==> src/rtl/ruperta_pkg.sv <==
// ruperta_pkg: shared ARM-subset encodings, flag bit indices and condition evaluation
package ruperta_pkg;
  typedef enum logic [1:0] {OP_DP = 2'b00, OP_MEM = 2'b01, OP_B = 2'b10, OP_NONE = 2'b11} op_e;
  typedef enum logic [3:0] {
    C_EQ, C_NE, C_CS, C_CC, C_MI, C_PL, C_VS, C_VC,
    C_HI, C_LS, C_GE, C_LT, C_GT, C_LE, C_AL, C_NV
  } cond_e;
  typedef enum logic [1:0] {ALU_ADD = 2'b00, ALU_SUB = 2'b01, ALU_AND = 2'b10, ALU_ORR = 2'b11} alu_e;
  localparam int FLAG_N = 3;
  localparam int FLAG_Z = 2;
  localparam int FLAG_C = 1;
  localparam int FLAG_V = 0;
  function automatic logic cond_ex(cond_e c, logic [3:0] f);
    logic n, z, cf, v;
    n  = f[FLAG_N];
    z  = f[FLAG_Z];
    cf = f[FLAG_C];
    v  = f[FLAG_V];
    case (c)
      C_EQ: return z;
      C_NE: return !z;
      C_CS: return cf;
      C_CC: return !cf;
      C_MI: return n;
      C_PL: return !n;
      C_VS: return v;
      C_VC: return !v;
      C_HI: return cf && !z;
      C_LS: return !cf || z;
      C_GE: return n == v;
      C_LT: return n != v;
      C_GT: return !z && (n == v);
      C_LE: return z || (n != v);
      C_AL: return 1'b1;
      default: return 1'b0;
    endcase
  endfunction
endpackage

==> src/rtl/controller_if.sv <==
// controller_if: instruction/flag inputs and control outputs between datapath and controller
interface controller_if;
  logic [19:0] Instr;
  logic [3:0]  ALUFlags;
  logic [1:0]  RegSrc;
  logic        RegWrite;
  logic        MemWrite;
  logic [1:0]  ImmSrc;
  logic        ALUSrc;
  logic        MemtoReg;
  logic        PCSrc;
  logic [1:0]  ALUControl;
  modport master (
    output Instr, ALUFlags,
    input  RegSrc, RegWrite, MemWrite, ImmSrc, ALUSrc, MemtoReg, PCSrc, ALUControl
  );
  modport slave (
    input  Instr, ALUFlags,
    output RegSrc, RegWrite, MemWrite, ImmSrc, ALUSrc, MemtoReg, PCSrc, ALUControl
  );
endinterface

==> src/rtl/controller_condlogic.sv <==
// condlogic: NZCV flags register, condition evaluation and gating of write/branch enables
import ruperta_pkg::*;
module condlogic (
  input  logic       clk,
  input  logic       reset,
  input  logic [3:0] cond,
  input  logic [3:0] alu_flags,
  input  logic [1:0] flag_w,
  input  logic       pcs,
  input  logic       reg_w,
  input  logic       mem_w,
  input  logic       no_write,
  output logic       pc_src,
  output logic       reg_write,
  output logic       mem_write
);
  logic [3:0] flags;
  logic       ce;
  assign ce        = cond_ex(cond_e'(cond), flags);
  assign pc_src    = pcs && ce;
  assign reg_write = reg_w && ce && !no_write;
  assign mem_write = mem_w && ce;
  // instruction sees only flags registered by earlier instructions
  always_ff @(posedge clk or posedge reset)
    if (reset) flags <= '0;
    else begin
      if (flag_w[1] && ce) flags[FLAG_N:FLAG_Z] <= alu_flags[FLAG_N:FLAG_Z];
      if (flag_w[0] && ce) flags[FLAG_C:FLAG_V] <= alu_flags[FLAG_C:FLAG_V];
    end
endmodule

==> src/rtl/controller.sv <==
// controller: ARM-subset main/ALU decoders driving condlogic; RUPERTA_CMP_EN adds CMP decode
import ruperta_pkg::*;
module controller (
  input logic         clk,
  input logic         reset,
  controller_if.slave bus
);
  op_e        op;
  logic [5:0] funct;
  logic [3:0] cmd;
  logic       s, branch, ld, st, alu_op, reg_w, mem_w, pcs, no_write;
  logic [1:0] flag_w;
  alu_e       alu_ctl;
  assign op    = op_e'(bus.Instr[15:14]);
  assign funct = bus.Instr[13:8];
  assign cmd   = funct[4:1];
  assign s     = funct[0];
  always_comb begin
    branch       = op == OP_B;
    ld           = op == OP_MEM && funct[0];
    st           = op == OP_MEM && !funct[0];
    alu_op       = op == OP_DP;
    reg_w        = alu_op || ld;
    mem_w        = st;
    bus.ALUSrc   = alu_op ? funct[5] : (op == OP_MEM || branch);
    bus.ImmSrc   = op == OP_MEM ? 2'b01 : branch ? 2'b10 : 2'b00;
    bus.MemtoReg = ld;
    bus.RegSrc   = {st, branch};
    pcs          = branch || (reg_w && bus.Instr[3:0] == 4'hF);
  end
  always_comb begin
    alu_ctl  = !alu_op          ? ALU_ADD :
               cmd == 4'b0100   ? ALU_ADD :
               cmd == 4'b0010   ? ALU_SUB :
               cmd == 4'b0000   ? ALU_AND :
               cmd == 4'b1100   ? ALU_ORR : ALU_ADD;
    flag_w   = {alu_op && s, alu_op && s && (cmd == 4'b0100 || cmd == 4'b0010)};
    no_write = 1'b0;
`ifdef RUPERTA_CMP_EN
    if (alu_op && s && cmd == 4'b1010) begin
      alu_ctl  = ALU_SUB;
      flag_w   = 2'b11;
      no_write = 1'b1;
    end
`endif
  end
  assign bus.ALUControl = alu_ctl;
  condlogic u_cond (
    .clk       (clk),
    .reset     (reset),
    .cond      (bus.Instr[19:16]),
    .alu_flags (bus.ALUFlags),
    .flag_w    (flag_w),
    .pcs       (pcs),
    .reg_w     (reg_w),
    .mem_w     (mem_w),
    .no_write  (no_write),
    .pc_src    (bus.PCSrc),
    .reg_write (bus.RegWrite),
    .mem_write (bus.MemWrite)
  );
endmodule

==> src/flat_wrapper.sv <==
// flat-port wrapper written by rule: the top's interface ports become plain ports
module controller_flat 
  (clk, reset, bus_Instr, bus_ALUFlags, bus_RegSrc, bus_RegWrite, bus_MemWrite, bus_ImmSrc, bus_ALUSrc, bus_MemtoReg, bus_PCSrc, bus_ALUControl);
  controller_if bus_i ();
  input logic clk;
  input logic reset;
  input wire logic [$bits(bus_i.Instr)-1:0] bus_Instr;
  input wire logic [$bits(bus_i.ALUFlags)-1:0] bus_ALUFlags;
  output wire logic [$bits(bus_i.RegSrc)-1:0] bus_RegSrc;
  output wire logic [$bits(bus_i.RegWrite)-1:0] bus_RegWrite;
  output wire logic [$bits(bus_i.MemWrite)-1:0] bus_MemWrite;
  output wire logic [$bits(bus_i.ImmSrc)-1:0] bus_ImmSrc;
  output wire logic [$bits(bus_i.ALUSrc)-1:0] bus_ALUSrc;
  output wire logic [$bits(bus_i.MemtoReg)-1:0] bus_MemtoReg;
  output wire logic [$bits(bus_i.PCSrc)-1:0] bus_PCSrc;
  output wire logic [$bits(bus_i.ALUControl)-1:0] bus_ALUControl;
  assign bus_i.Instr = bus_Instr;
  assign bus_i.ALUFlags = bus_ALUFlags;
  assign bus_RegSrc = bus_i.RegSrc;
  assign bus_RegWrite = bus_i.RegWrite;
  assign bus_MemWrite = bus_i.MemWrite;
  assign bus_ImmSrc = bus_i.ImmSrc;
  assign bus_ALUSrc = bus_i.ALUSrc;
  assign bus_MemtoReg = bus_i.MemtoReg;
  assign bus_PCSrc = bus_i.PCSrc;
  assign bus_ALUControl = bus_i.ALUControl;
  controller u_core (.clk(clk), .reset(reset), .bus(bus_i));
endmodule
==> config.mk <==
export PLATFORM = sky130hd
export DESIGN_NAME = controller_flat
export DESIGN_NICKNAME = d
export VERILOG_FILES = /design/src/rtl/ruperta_pkg.sv /design/src/rtl/controller_if.sv /design/src/rtl/controller_condlogic.sv /design/src/rtl/controller.sv /design/src/flat_wrapper.sv
export SDC_FILE = /design/constraint.sdc
export NUM_CORES = 1
export LEC_CHECK = 0
export CORE_MARGIN = 5
export CORE_UTILIZATION = 34
export DETAILED_ROUTE_END_ITERATION = 8
export GPL_ROUTABILITY_DRIVEN = 0
export MAX_ROUTING_LAYER = met4
export PLACE_DENSITY = 0.77
export SLEW_MARGIN = 20
export SYNTH_ARGS = -nofsm -noshare
export SYNTH_HDL_FRONTEND = slang
export SYNTH_SLANG_ARGS = --single-unit
==> constraint.sdc <==
create_clock -name clk -period 2.45 [get_ports clk]
set_input_delay 0.245 -clock clk [delete_from_list [all_inputs] [get_ports clk]]
set_output_delay 0.245 -clock clk [all_outputs]
set_load 0.02 [all_outputs]
# Word level (Yosys, flattened, before mapping)
# Index checks and enable logic that the tools add are counted.
# word_totals
output_inout_bits	11
in_bits	26
elab_cells	59
ff_bits	4
# op_classes
n_reduce_logical	26
eq_ne	22
muxes	9
# ops
cell	count
$eq 4x4->1 const B	9
$eq 4x3->1 const B	5
$pmux 1 s15	1
$mux 2	7
$eq 4x2->1 const B	3
$logic_and 1x1->1	12
$logic_not 4->1	2
$logic_or 1x1->1	6
$logic_not 1->1	5
$eq 4x1->1 const B	1
$eq 2x1->1 const B	1
$eq 2x2->1 const B	1
$logic_not 2->1	1
$eq 1x1->1	1
$mux 1	1
$ne 1x1->1	1

# Logic depth before layout (Yosys ltp)
# depth
depth_word	6
ltp_mapped	7
ltp_nobuf	7

# Modules after synthesis
# A second synthesis with hierarchy kept.
# unflattened
hier_cells	80
hier_area_um2	705.7
# modules_own_cells
mod	n_inst	area_each_um2	cells_each
condlogic	1	515.5	56
controller	1	190.2	24

# Worst setup path after synthesis
# Ideal clock, no wire load.
# synth_timing
path_kind	register to register
from	register u_core.u_cond.flags[0]
to	register u_core.u_cond.flags[2]
path_stages_with_launch	6
arrival_ps	1731
path_slack_ps	591
path_buffers	0
path_cell_list	dfrtp_1 xnor2_1 mux2i_1 a311oi_2 o311ai_1 mux2_1
# synth_between
elab_chain_len	4
elab_cells_between_ends	7
classes_between	eq/ne: 2; mux: 1; reduce/logical: 4
# synth_rtl
element	line_no	text
from (decl)	controller_condlogic.sv:17	logic [3:0] flags;
from (signal, indexed assignment)	controller_condlogic.sv:27	if (flag_w[1] && ce) flags[FLAG_N:FLAG_Z] <= alu_flags[FLAG_N:FLAG_Z];
from (signal, indexed assignment)	controller_condlogic.sv:28	if (flag_w[0] && ce) flags[FLAG_C:FLAG_V] <= alu_flags[FLAG_C:FLAG_V];
$ne 1x1->1 or $eq 1x1->1 (tied branches)	--	
$logic_or 1x1->1 or $logic_and 1x1->1 (tied branches)	ruperta_pkg.sv:33, ruperta_pkg.sv:32	
$pmux 1 s15 *	ruperta_pkg.sv:19	case (c)
$logic_and 1x1->1 *	controller_condlogic.sv:27	
# Every way passes the cells marked *; elsewhere a longest branch is shown, timed or not.
# A chain may end at the register's enable or synchronous reset.

# Worst setup path in the final report
# layout_timing
from	input port bus_Instr[10]
to	output port bus_ALUControl[0]
# layout_between
elab_chain_len	6
elab_cells_between_ends	9
classes_between	eq/ne: 3; mux: 5; reduce/logical: 1
# layout_rtl
element	line_no	text
from (decl)	flat_wrapper.sv:7	input wire logic [$bits(bus_i.Instr)-1:0] bus_Instr;
$eq 4x4->1	controller.sv:36	cmd == 4'b1100 ? ALU_ORR : ALU_ADD;
$mux 2	controller.sv:36	
$mux 2	controller.sv:35	cmd == 4'b0000 ? ALU_AND :
$mux 2	controller.sv:34	cmd == 4'b0010 ? ALU_SUB :
$mux 2 *	controller.sv:33	cmd == 4'b0100 ? ALU_ADD :
$mux 2 *	controller.sv:32	alu_ctl = !alu_op ? ALU_ADD :
to (decl)	flat_wrapper.sv:16	output wire logic [$bits(bus_i.ALUControl)-1:0] bus_ALUControl;
# Marked as above.

==> flow_metrics.tcl <==
set metrics [dict create \
    max_freq_mhz 453 \
    io_buffers 32 \
    cap_violations 0 \
    largest_register_ffs 4 \
    tightest_slew_ns 0.299 \
    ctsHtreeMaxLevel 1 \
    antenna_found_initial 0 \
    area_delta_synth_final_pct 74.7 \
    drt_wl_total_um 1560 \
    run_status "finished clean" \
    crit_start "bus_Instr[10]" \
    die_h_um 50.2 \
    fp-row-count 14 \
    grt_overflow 0 \
    cts_tree "built" \
    r2r-start "u_core.u_cond.flags[3]" \
    core_area_mm2 0.00152 \
    start_kind "input port" \
    power_density_mw_per_mm2 403 \
    wl_per_cell_um 12.4 \
    clock_sinks 4 \
    ios 37 \
    biggestRegsByFlops "u_core.u_cond.flags: 4 flops" \
    synthArstFlopShare_pct 100 \
    cp.required_ns 2.20 \
    syn_area_um2 549 \
    crit_type "in -> out" \
    hp-class "in -> async" \
    ys_seq_elements 4 \
    clockRootBuffer "clkbuf_4" \
    tns_ns 0 \
    dpl.cell_count 123 \
    die_area_mm2 0.00252 \
    first_pass_iters 4 \
    netlist-cell-type-count 33 \
    synth_seq_area_share_pct 18.2 \
    max_flop_register "u_core.u_cond.flags" \
    drt_iter0_drc 20 \
    clk_pin_slew_worst_paths_ns 0.04 \
    p_leak_nw 0.427 \
    vias 645 \
    ys.flop_type "dfrtp_1" \
    rsz0062_at_grt "no" \
    die_w_um 50.2 \
    finalMaxSlewViolations 0 \
    vdd_drop_max_mv 0.338 \
    fin_crit_sh_pct 90.1 \
    setup_viol 0 \
    start_util_pct 36.0 \
    syn-num-nets 96 \
    hpwlAfterDp_um 1360 \
    holdWs_ns 0.188 \
    drc_errors 0 \
    clk_path_buf_depth 2 \
    synthCells 67 \
    post-place-ws_ns -0.174 \
    synth.avg_cell_area_um2 8.20 \
    antenna_cells 0 \
    setup_ws_ns 0.243 \
    slew_headroom_pct 79.9 \
    grt_max_degree 7 \
    grt_pass1_wl_um 2620 \
    skew_ns 0.00373 \
    ant_nets 0 \
    cp_max_fo 4 \
    grt_pass1_vias 630 \
    finalHoldViolCount 0 \
    total_power_mw 0.387 \
    stdcell_count 126 \
    viasPerCell 5.12 \
    fill_cells 128 \
    drive_gt1_share_pct 20.0 \
    cp.arrival_ns 1.96 \
    end_kind "primary output" \
    fin_crit_ns 2.21 \
    yosys_warnings 0 \
    fin_util_pct 63.0 \
    synth_edf_count 0 \
    placed_cell_area_um2 952 \
    design_area_um2 960 \
    nNetsFinal 141 \
    cts_buffers 3 \
    clk_latency_ns 0.24 \
    grtUsageTotal_pct 13.5 \
]
logic make-up (layout without fill, tap and decap cells):
group	count (synthesis)	after routing	share of synthesized area [%]
AOI/OAI and AO/OA	10	10	13.9
xor gates and xnor gates	3	3	4.78
adders and majority gates	3	3	6.83
buffers and inverters	10	53	9.79
DFF	4	4	18.2
muxes	8	8	15.7
and+or+nand+nor	29	29	30.8
layer usage:
metal | GRT usage (%) | vias to the layer above | part of all wire, %
met2 | 22.2 | 19 | 51
met1 | 15.0 | 295 | 40
li1 | - | 327 | -
met3 | 1.78 | 4 | 5.8
met5 | - | - | 0
met4 | 9.17 | 0 | 2.5
timing repair:
item / in CTS / in global routing
resized for setup: 3 / 6
endpoints found under the setup margin: 3 / 3
hold buffers: 0 / 0
setup buffers: 0 / 0
where the power goes:
group	internal, mW	switching [mW]
sequential	0.0849	0.0222
combinational	0.116	0.0810
clock	0.0549	0.0286
worst max-delay path, stage by stage:
cell and delay [ns]:
clkdlybuf4s50_1 0.52, or3b_2 0.45, a21oi_1 0.13, clkdlybuf4s50_1 0.61
path summary, 6_finish.rpt:
kind	endpoint	slack [ns]	depth (start not counted)
hold reg to reg	u_core.u_cond.flags[1]	0.57	1
min in group clk	u_core.u_cond.flags[1]	0.57	1
setup / recovery	bus_ALUControl[0]	0.24	4
hold / removal	u_core.u_cond.flags[0]	0.19	2
max in group asynchronous	u_core.u_cond.flags[1]	2.11	2
setup reg to reg	u_core.u_cond.flags[3]	0.31	7
area by class of cell:
class / count / area [um2] / area share (%)
timing repair buffer: 45 / 403 / 42.0
sequential: 4 / 100 / 10.4
inverter: 5 / 18.8 / 1.96
tap: 16 / 20.0 / 2.09
multi-input combinational: 53 / 395 / 41.2
clock buffer: 3 / 22.5 / 2.35
cells in the mapped netlist, types with 2 or more instances:
master | instances | share of area, %
ha_1 | 3 | 6.8
nor2b_1 | 4 | 4.6
dfrtp_1 | 4 | 18
inv_1 | 5 | 3.4
buf_4 | 4 | 5.5
a21oi_1 | 2 | 1.8
nor2_1 | 7 | 4.8
nand3_1 | 2 | 1.8
mux2i_1 | 3 | 5.5
nand2_1 | 3 | 2.0
nand3b_1 | 2 | 2.7
nor3_1 | 2 | 1.8
o21ai_0 | 2 | 1.8
mux2_1 | 4 | 8.2
xnor2_1 | 2 | 3.2
placed cells by master, fill, tap and decap left out, types with 2 or more instances in the layout:
master           synthesis  routed
a21oi_1                  2       2
nand3b_1                 2       2
clkbuf_2                 0       3
o21ai_0                  2       2
nor2b_1                  4       4
xnor2_1                  2       2
clkbuf_4                 0       3
dfrtp_1                  4       4
clkdlybuf4s50_1          0      29
nand2_1                  3       3
nor2_1                   7       7
inv_1                    5       5
ha_1                     3       3
mux2i_1                  3       3
mux2_1                   4       4
nand3_1                  2       2
nor3_1                   2       2
buf_4                    4      13
No activity file was read; power rests on OpenSTA's default activity.
